`src/rtl/keypad_pkg.sv`:
```
// Shared types and constants for the 4x4 keypad scanner.
package keypad_pkg;
    localparam int NUM_ROWS = 4;
    localparam int NUM_COLS = 4;
    localparam logic [NUM_COLS-1:0] COL_IDLE = 4'b1111;

    typedef enum logic [1:0] {SCAN, DEBOUNCE, HOLD} state_t;

    // Lowest-index low column wins when several keys share a row.
    function automatic logic [1:0] col_prio(input logic [NUM_COLS-1:0] c);
        logic [1:0] idx;
        idx = 2'd0;
        for (int i = NUM_COLS - 1; i >= 0; i--) begin
            if (!c[i]) idx = i[1:0];
        end
        return idx;
    endfunction
endpackage

```
`src/rtl/scan_tick_gen.sv`:
```
// Free-running divider producing a one-cycle tick every SCAN_DIV clocks.
module scan_tick_gen #(
    parameter int SCAN_DIV = 100000
) (
    input  logic clk,
    input  logic rst,
    output logic tick
);
    localparam int CW = $clog2(SCAN_DIV);
    localparam logic [CW-1:0] LAST = CW'(SCAN_DIV - 1);

    logic [CW-1:0] cnt;

    always_ff @(posedge clk) begin
        if (rst)              cnt <= '0;
        else if (cnt == LAST) cnt <= '0;
        else                  cnt <= cnt + CW'(1);
    end

    assign tick = (cnt == LAST);
endmodule

```
`src/rtl/keypad_scanner.sv`:
```
// Row-scanning, debounced 4x4 keypad reader producing a hex key code.
module keypad_scanner
    import keypad_pkg::*;
#(
    parameter int SCAN_DIV       = 100000,
    parameter int DEBOUNCE_SCANS = 4
) (
    input  logic       clk,
    input  logic       rst,
    input  logic [3:0] col,
    output logic [3:0] row,
    output logic [3:0] key_code,
    output logic       key_valid,
    output logic       key_pressed
);
    localparam int MW = $clog2(DEBOUNCE_SCANS + 1);
    localparam logic [MW-1:0] MATCH_DONE = MW'(DEBOUNCE_SCANS);

    logic [3:0]    col_p0, col_p1, col_s;
    logic          tick;
    state_t        state, state_n;
    logic [1:0]    row_idx, row_idx_n;
    logic [3:0]    cand, cand_n;
    logic [MW-1:0] match_cnt, match_n, match_inc;
    logic [3:0]    key_code_n;
    logic          key_valid_n, key_pressed_n;
    logic          any_low;
    logic [1:0]    col_idx;

    // Stage p0/p1: two-flop synchronizer for the asynchronous column lines
    always_ff @(posedge clk) begin
        if (rst) begin
            col_p0 <= COL_IDLE;
            col_p1 <= COL_IDLE;
        end else begin
            col_p0 <= col;
            col_p1 <= col_p0;
        end
    end
    assign col_s = col_p1;

    scan_tick_gen #(.SCAN_DIV(SCAN_DIV)) u_tick (
        .clk  (clk),
        .rst  (rst),
        .tick (tick)
    );

    assign any_low   = (col_s != COL_IDLE);
    assign col_idx   = col_prio(col_s);
    assign match_inc = match_cnt + MW'(1);
    assign row       = ~(4'b0001 << row_idx);

    always_comb begin
        state_n       = state;
        row_idx_n     = row_idx;
        cand_n        = cand;
        match_n       = match_cnt;
        key_code_n    = key_code;
        key_valid_n   = 1'b0;
        key_pressed_n = key_pressed;
        if (tick) begin
            case (state)
                SCAN: begin
                    if (any_low) begin
                        cand_n = {row_idx, col_idx};
                        if (MW'(1) == MATCH_DONE) begin
                            key_code_n    = {row_idx, col_idx};
                            key_valid_n   = 1'b1;
                            key_pressed_n = 1'b1;
                            match_n       = '0;
                            state_n       = HOLD;
                        end else begin
                            match_n = MW'(1);
                            state_n = DEBOUNCE;
                        end
                    end else begin
                        row_idx_n = row_idx + 2'd1;
                    end
                end
                DEBOUNCE: begin
                    if (any_low && (col_idx == cand[1:0])) begin
                        if (match_inc == MATCH_DONE) begin
                            key_code_n    = cand;
                            key_valid_n   = 1'b1;
                            key_pressed_n = 1'b1;
                            match_n       = '0;
                            state_n       = HOLD;
                        end else begin
                            match_n = match_inc;
                        end
                    end else begin
                        match_n   = '0;
                        row_idx_n = row_idx + 2'd1;
                        state_n   = SCAN;
                    end
                end
                HOLD: begin
                    // Same counter doubles as the release debouncer while held.
                    if (!any_low) begin
                        if (match_inc == MATCH_DONE) begin
                            key_pressed_n = 1'b0;
                            match_n       = '0;
                            row_idx_n     = row_idx + 2'd1;
                            state_n       = SCAN;
                        end else begin
                            match_n = match_inc;
                        end
                    end else begin
                        match_n = '0;
                    end
                end
                default: state_n = SCAN;
            endcase
        end
    end

    always_ff @(posedge clk) begin
        if (rst) begin
            state       <= SCAN;
            row_idx     <= '0;
            match_cnt   <= '0;
            key_code    <= '0;
            key_valid   <= 1'b0;
            key_pressed <= 1'b0;
        end else begin
            state       <= state_n;
            row_idx     <= row_idx_n;
            match_cnt   <= match_n;
            key_code    <= key_code_n;
            key_valid   <= key_valid_n;
            key_pressed <= key_pressed_n;
        end
    end

    always_ff @(posedge clk) begin
        cand <= cand_n;
    end
endmodule

```
`config.mk`:
```
export PLATFORM = sky130hd
export DESIGN_NAME = keypad_scanner
export DESIGN_NICKNAME = d
export VERILOG_FILES = /design/src/rtl/keypad_pkg.sv /design/src/rtl/scan_tick_gen.sv /design/src/rtl/keypad_scanner.sv
export SDC_FILE = /design/constraint.sdc
export NUM_CORES = 1
export LEC_CHECK = 0
export ABC_AREA = 1
export CAP_MARGIN = 15
export CORE_AREA = 4 4 65 67
export DETAILED_ROUTE_END_ITERATION = 6
export DIE_AREA = 0 0 69 71
export GPL_TIMING_DRIVEN = 0
export HOLD_SLACK_MARGIN = 0.02
export PLACE_DENSITY = 0.79
export SLEW_MARGIN = 20
export SYNTH_ARGS = -nofsm -noshare
export SYNTH_HDL_FRONTEND = slang
export SYNTH_SLANG_ARGS = --single-unit
```
`constraint.sdc`:
```
create_clock -name clk -period 2.5 [get_ports clk]
set_input_delay 0.25 -clock clk [delete_from_list [all_inputs] [get_ports clk]]
set_output_delay 0.25 -clock clk [all_outputs]
set_load 0.05 [all_outputs]
```
==> results by group, run 1 <==
Logic synthesis
  • Syn Inst Count: roughly 280
  • Yosys reg bits: 42
  • Post-synthesis adder-cell area fraction: 0.0654
  • Syn_area_per_cell: between 7 and 8 um^2
  • Syn Std Cell Area: approximately 0.0021 mm^2
  • XOR/XNOR share of the synthesized area: 0.00833
  • Post-synthesis sequential area ratio: 0.419
  • Synth unique cells: 30
  • Largest family of logic cells by synthesized area: simple AND/OR/NAND/NOR gates
  • Post-synthesis simple-gate area fraction: 0.353
  • Post-synthesis mux area share: 0
  • Synth Warn #: 0
  • Syn Nets: between 200 and 300
  • Synth Area in Compound Gates: 0.0631

Worst setup path
  • Cells along the critical path: inv_1, ha_1, inv_1, clkdlybuf4s50_1
  • R2R Setup Slk: roughly 840 ps
  • Startpoint Class: register
  • Setup Crit Path Kind: register to output pin
  • Crit path from: row_idx[0]$_SDFFE_PP0P_
  • Critical path's largest stage delay: approximately 790 ps
  • Reg2reg start: u_tick.cnt[0]$_SDFF_PP0_
  • CP Capture Type: output pin
  • R2R cell count: 9
  • Crit-path slowest cell: clkdlybuf4s50_1
  • Worst EP arrival: 1830 ps
  • Most frequent cell on the critical path: inv_1
  • Worst Path Required: between 2000 and 2500 ps
  • Top Family by Delay on Critical Path: buffers and inverters
  • Number of buffers and inverters on the critical path: 3
  • Critical-path maximum fanout: 4
  • Reg2Reg Capture Point: u_tick.cnt[16]$_SDFF_PP0_

Layout
  • Layout cells sized above 1: 0.144
  • Final std cells w/o fill: ~350
  • Final design utilization: 0.666
  • Area taken by multi-input logic gates: about 0.001 mm^2
  • Layout area overhead: 15.1%
  • # nets final: between 300 and 400
  • Antenna diode count: 0
  • Fill cell count: roughly 340
  • Sequential cell area: just under 900 um^2

Pwr
  • Clk pwr share: 0.411
  • NetSw: around 0.25 mW
  • PwrDens: 522 mW/mm^2
  • Cell Int Power: approximately 1.0 mW
  • Switching share of power: 0.201
  • Leak: 1.01 nW
  • Logic pwr share: 0.041
  • Sequential share of power: 0.548
  • Maximum VDD drop: approximately 360 uV

Clock network
  • Number of setup buffers added after CTS: 0
  • CTS Buf Count: 5
  • Clock-pin slew on the worst setup and hold paths: roughly 80 ps
  • Worst-Skew Late Latency: around 290 ps
  • Hold-fix buffers, CTS: 0
  • Bufs on Longest Clock Path: 2
  • Root Buffer Master: clkbuf_8
  • PostCTS Resize Cnt: 0
  • Clk sinks: 42
  • H-tree depth: 2
  • CTS tree: yes

Hold path
  • Min-delay worst type: register to register
  • Hold Crit Endpoint: col_p1[1]$_SDFF_PP1_
  • Critical hold path startpoint: col_p0[1]$_SDFF_PP1_
  • WHS Path Cells: 1

STA
  • Worst-Margin Slew: approximately 500 ps
  • Slew margin rel.: 0.668
  • Setup TNS: 0 ps
  • FMAX: between 400 and 500 MHz
  • Fin crit period: about 2100 ps
  • Final setup viols: 0
  • Unrepaired setup endpoints after global routing: false
  • Fin. max-slew vios: 0
  • Final Skew: 7.36 ps
  • Fin crit share: 0.830
  • Final hold vios: 0
  • Hold WS: around 400 ps

Status
  • Status: completed

Route
  • Average vias per placed instance: 4.81
  • Via count: 1,698
  • First DRT Iteration DRCs: 93
  • Total Wirelength: approximately 3700 um
  • Drt pass-1 iters: 4
  • DRC violations left: 0
  • Avg WL per Cell: 10.4 um
  • Routed Antenna Nets: 0

Die
  • Core area: 0.00363 mm^2
  • Die X: 69 um
  • Die Ht: 71 um
  • Io pins: 16
  • Die ar.: 0.00490 mm^2
  • Standard-cell rows: 22
  • Initial Util: 0.579

Global route
  • Remaining Overflow, GRT: 0
  • Initial antenna violation count: 0
  • Total GRT Usage: 0.163
  • Vias in the first global route: roughly 1,600
  • Largest net degree at the start of global routing: 13
  • First-pass GRT wire length: between 6000 and 7000 um

Place
  • Final Wtd Congestion: between 0.8 and 0.9
  • Dpl cells: around 350
  • # port buffers: 15
  • Hpwl dp: approximately 2900 um

Job
  • Max-cap violation count: 0
[registers in the layout, indices dropped and copies added, names as in the netlist, 2 cells and up]
name	flops
row_idx	2
u_tick.cnt	17
cand	4
match_cnt	3
key_code	4
col_p0	4
col_p1	4
state	2
[Yosys cell counts]
library cell  number  area (um^2)
a21oi_1           16         80.1
a31oi_1            1         6.26
buf_2              1         5.00
clkbuf_1           1         3.75
clkinv_1           2         7.51
dfxtp_1           38          761
edfxtp_1           4          120
ha_1              11          138
inv_1             41          154
inv_2              6         22.5
nand2_1           57          214
nand2_2            8         50.1
nand3_1           15         75.1
nand3_2            2         20.0
nand3b_1           1         7.51
nand3b_4           1         20.0
nand4_1            2         12.5
nor2_1            38          143
nor2_2             4         25.0
nor2_4             5         56.3
nor3_1             5         25.0
nor3_2             2         20.0
nor3_4             1         16.3
nor3b_1            1         7.51
o21ai_0            7         35.0
o21ai_1            1         5.00
o22ai_1            1         6.26
or2_2              8         50.1
xnor2_1            1         8.76
xor2_1             1         8.76
[how the worst max path moves through the flow]
stage,endpoint,slack [ps],cells after the start
2_1_floorplan,key_pressed$_SDFFE_PP0P_,1070,10
3_3_place_gp,row[0],750,4
3_5_place_dp,row[0],730,4
4_1_cts,row[0],400,4
5_1_grt,row[0],320,4
6_report,row[0],420,4
[area by class of cell]
class                      count  share of cell area
clock inverter                 1              0.0124
buffer                         2             0.00362
tap                           48              0.0248
timing repair buffer          15              0.0620
inverter                      49              0.0760
sequential                    42               0.364
multi-input combinational    189               0.426
clock buffer                   7              0.0315
[logic make-up after synthesis]
logic type,count (synthesis)
compound gates,26
buf+inv,51
simple gates,150
xor+xnor,2
flops,42
fa+ha+maj,11
[layout by cell type, fill, tap and decap left out, drive strengths merged, types with 4 or more instances in the layout]
cell type / instances
or2: 8
nor3: 8
o21ai: 8
nor2: 47
clkdlybuf4s50: 15
ha: 11
inv: 47
nand2: 65
nand3: 17
dfxtp: 38
edfxtp: 4
a21oi: 16
clkbuf: 8
[metrics by stage]
stage               worst slack [ps]  power, mW  cell area, um^2
finish                           424       1.26             2420
floorplan                       1070      0.742             2100
global route                     315       1.32             2420
detailed placement               731      0.760             2310
CTS                              404       1.28             2420
global placement                 753      0.758             2310
[worst reg2reg max path: cells and delay by family (launching register included)]
| kind | cells | cell delay, ps |
|---|---|---|
| buffers and inverters | 2 | 340 |
| DFF | 1 | 360 |
| and+or+nand+nor | 6 | 660 |
| adders and majority gates | 1 | 190 |
[metal layers]
metal / global-route usage / routed length, um / vias up
met1: 0.206 / 1820 / 761
met5: 0 / 0 / -
li1: - / - / 914
met2: 0.265 / 1680 / 19
met3: 0.0426 / 109 / 4
met4: 0.0651 / 65 / 0
[power by group through the flow]
| stage | logic (mW) | clock network [mW] | registers [mW] |
|---|---|---|---|
| floorplan | 0.0351 | 0 | 0.707 |
| global placement | 0.0503 | 0 | 0.708 |
| detailed placement | 0.0517 | 0 | 0.708 |
| CTS | 0.0521 | 0.531 | 0.693 |
| global route | 0.0606 | 0.565 | 0.693 |
| finish | 0.0517 | 0.519 | 0.693 |
Note: power is estimated with default switching activity, not from simulation.
==> run 2: changes to the inputs <==
- CORE_AREA: 4 4 65 67 -> 4 4 69 71
- DIE_AREA: 0 0 69 71 -> 0 0 73 75
- PLACE_DENSITY: 0.79 -> 0.73
- clock period: 2.5 -> 1.8 ns (I/O delays scaled with it)
==> run 2 against run 1 <==
Compared with the run above: first-iteration DRC count decreased by 31%; combinational power increased by 37%; sequential power increased by 39%; register-to-register slack got worse by 690 ps; sequential share of layout area increased by 0.30 points; critical path depth unchanged; setup slack got worse by 310 ps; largest power group unchanged; total power increased by 32%; cell count increased by 1.1%; highest routed layer unchanged; hold slack improved by 8.5 ps; clock power increased by 23%.
==> results by group, run 2 (synthesis gave the netlist of run 1 again) <==
Layout
  • Max FFs per register: 17
  • Antenna diode count: 0
  • Most common cell after layout, fill and taps aside: nand2_1
  • Layout cells sized above 1: 0.157
  • # nets final: about 320
  • Top reg by flops: u_tick.cnt
  • Design area: approximately 0.0024 mm^2
  • Layout area overhead: 14.1%
  • Most frequent cells in the layout: 57 x nand2_1, 41 x inv_1, 38 x nor2_1, 38 x dfxtp_1, 16 x a21oi_1

Route
  • Drt pass-1 iters: 4
  • Met2 WL: between 1500 and 2000 um
  • First DRT Iteration DRCs: 64
  • Average vias per placed instance: around 4.7
  • DRT met1 WL: 1730 um
  • Total Wirelength: ~3600 um
  • DR top layer: met4
  • Routed wl met3: around 110 um
  • Avg WL per Cell: 10.1 um
  • Via count: around 1,700
  • Routed Antenna Nets: 0
  • DRC violations left: 0

Place
  • DP Worst Slack: about 91 ps
  • Final Wtd Congestion: 0.820
  • Hpwl dp: roughly 2800 um
  • DP Area: approximately 0.0023 mm^2
  • # port buffers: 15

Clock network
  • Clk sinks: 42
  • Clock-pin slew on the worst setup and hold paths: around 80 ps
  • CTS tree: yes
  • Bufs on Longest Clock Path: 2
  • Root Buffer Master: clkbuf_8
  • CTS Buf Count: 5
  • Worst-Skew Late Latency: approximately 300 ps
  • H-tree depth: 2
  • Hold-fix buffers, CTS: 0

Pwr
  • Cell Int Power: 1.30 mW
  • PwrDens: a little under 700 mW/mm^2
  • NetSw: around 0.38 mW
  • Leak: between 1 and 1.5 nW
  • Sequential share of power: 0.575
  • Switching share of power: 0.225
  • Logic pwr share: 0.042
  • Maximum VDD drop: ~370 uV
  • Clk pwr share: 0.382

Worst setup path
  • Critical path's largest stage delay: around 510 ps
  • Number of buffers and inverters on the critical path: 3
  • Crit-path slowest cell: dlygate4sd2_1
  • Reg2reg start: u_tick.cnt[0]$_SDFF_PP0_
  • R2R cell count: 9
  • Critical-path maximum fanout: 4
  • Critical path depth: 4
  • Worst Path Required: ~1600 ps
  • CP Capture Type: output pin
  • Most frequent cell on the critical path: inv_1
  • Cells along the critical path: inv_1, ha_1, inv_1, dlygate4sd2_1
  • Reg2Reg Capture Point: u_tick.cnt[16]$_SDFF_PP0_
  • R2R Setup Slk: around 150 ps
  • Setup Crit Path Kind: register to output pin
  • Worst EP arrival: ~1500 ps
  • Startpoint Class: register
  • Top Family by Delay on Critical Path: buffers and inverters

Die
  • Die ar.: about 0.0055 mm^2
  • Core area: between 0.004 and 0.005 mm^2
  • Die Ht: ~75 um
  • Io pins: 16
  • Standard-cell rows: 24
  • Die X: 73 um
  • Initial Util: 0.497

Hold path
  • Hold Crit Endpoint: col_p1[0]$_SDFF_PP1_
  • Critical hold path startpoint: col_p0[0]$_SDFF_PP1_
  • Min-delay worst type: register to register
  • WHS Path Cells: 1

STA
  • Fin crit share: 0.935
  • Final hold vios: 0
  • FMAX: 594 MHz
  • Slew margin rel.: 0.666
  • Fin. max-slew vios: 0
  • Smallest setup slack after layout: between 100 and 150 ps
  • Final setup viols: 0
  • Setup TNS: 0 ps
  • Worst-Margin Slew: 499 ps
  • Final Skew: 9.75 ps
  • Unrepaired setup endpoints after global routing: false
  • Hold WS: about 400 ps
  • Fin crit period: around 1700 ps

Global route
  • Remaining Overflow, GRT: 0
  • Total GRT Usage: 0.149
  • Initial antenna violation count: 0
  • First-pass GRT wire length: 6420 um
  • Largest net degree at the start of global routing: 14
  • Vias in the first global route: roughly 1,500

Job
  • Max-cap violation count: 0

Status
  • Status: completed
[run 2: cell count changes in the layout (fill, tap and decap cells not counted), moves of 2 or more]
| cell | before | now |
|---|---|---|
| clkbuf_1 | 3 | 1 |
| clkdlybuf4s50_1 | 15 | 11 |
| dlygate4sd2_1 | 0 | 2 |
| clkbuf_2 | 0 | 2 |
[run 2: worst max-delay path by stage]
stage / startpoint / to / slack, ps
final: row_idx[1]$_SDFFE_PP0P_ / row[1] / 120
after global routing: u_tick.cnt[0]$_SDFF_PP0_ / u_tick.cnt[12]$_SDFF_PP0_ / 30
after CTS: row_idx[0]$_SDFFE_PP0P_ / row[0] / 40
after detailed placement: row_idx[0]$_SDFFE_PP0P_ / row[0] / 90
after global placement: row_idx[0]$_SDFFE_PP0P_ / row[0] / 140
after floorplan: u_tick.cnt[0]$_SDFF_PP0_ / key_pressed$_SDFFE_PP0P_ / 370
[run 2: power by group through the flow]
stage / Sequential (mW) / Combinational, mW / Clock (mW)
6_report: 0.962 / 0.0706 / 0.639
2_1_floorplan: 0.982 / 0.0487 / 0
3_5_place_dp: 0.984 / 0.0720 / 0
4_1_cts: 0.962 / 0.0721 / 0.659
3_3_place_gp: 0.983 / 0.0706 / 0
5_1_grt: 0.964 / 0.0816 / 0.698
[run 2: layout make-up]
class                           count  area [um^2]
Multi-Input combinational cell    189         1030
Fill cell                         415         1830
Tap cell                           52         65.1
Inverter                           49          184
Sequential cell                    42          881
Timing Repair Buffer               15          138
Clock inverter                      2         11.3
Buffer                              2         8.76
Clock buffer                        6         82.6
[run 2: routing by layer]
| metal | global-route usage | vias up |
|---|---|---|
| met4 | 0.0574 | 0 |
| met5 | 0 | - |
| li1 | - | 916 |
| met2 | 0.254 | 16 |
| met3 | 0.0374 | 6 |
| met1 | 0.180 | 738 |
[run 2: repair_timing]
action	CTS	global route
resized for setup	4	4
setup endpoints to repair	4	2
hold endpoints to repair	0	0
setup buffers	0	0
[run 2: per-stage QoR]
stage | util | total power, mW | instances
finish | 0.567 | 1.67 | 357
global route | 0.567 | 1.74 | 357
CTS | 0.569 | 1.69 | 357
detailed placement | 0.548 | 1.06 | 349
global placement | 0.548 | 1.05 | 349
floorplan | - | 1.03 | 282
[run 2: worst reg2reg max path, stage by stage (launching register included)]
cell     delay [ps]
dfxtp_1         360
ha_1            190
nand2_2          90
nor2_4          120
nand3_1         130
nor2_4          160
nor2_2           90
inv_2            90
buf_2           230
nor2_1           70
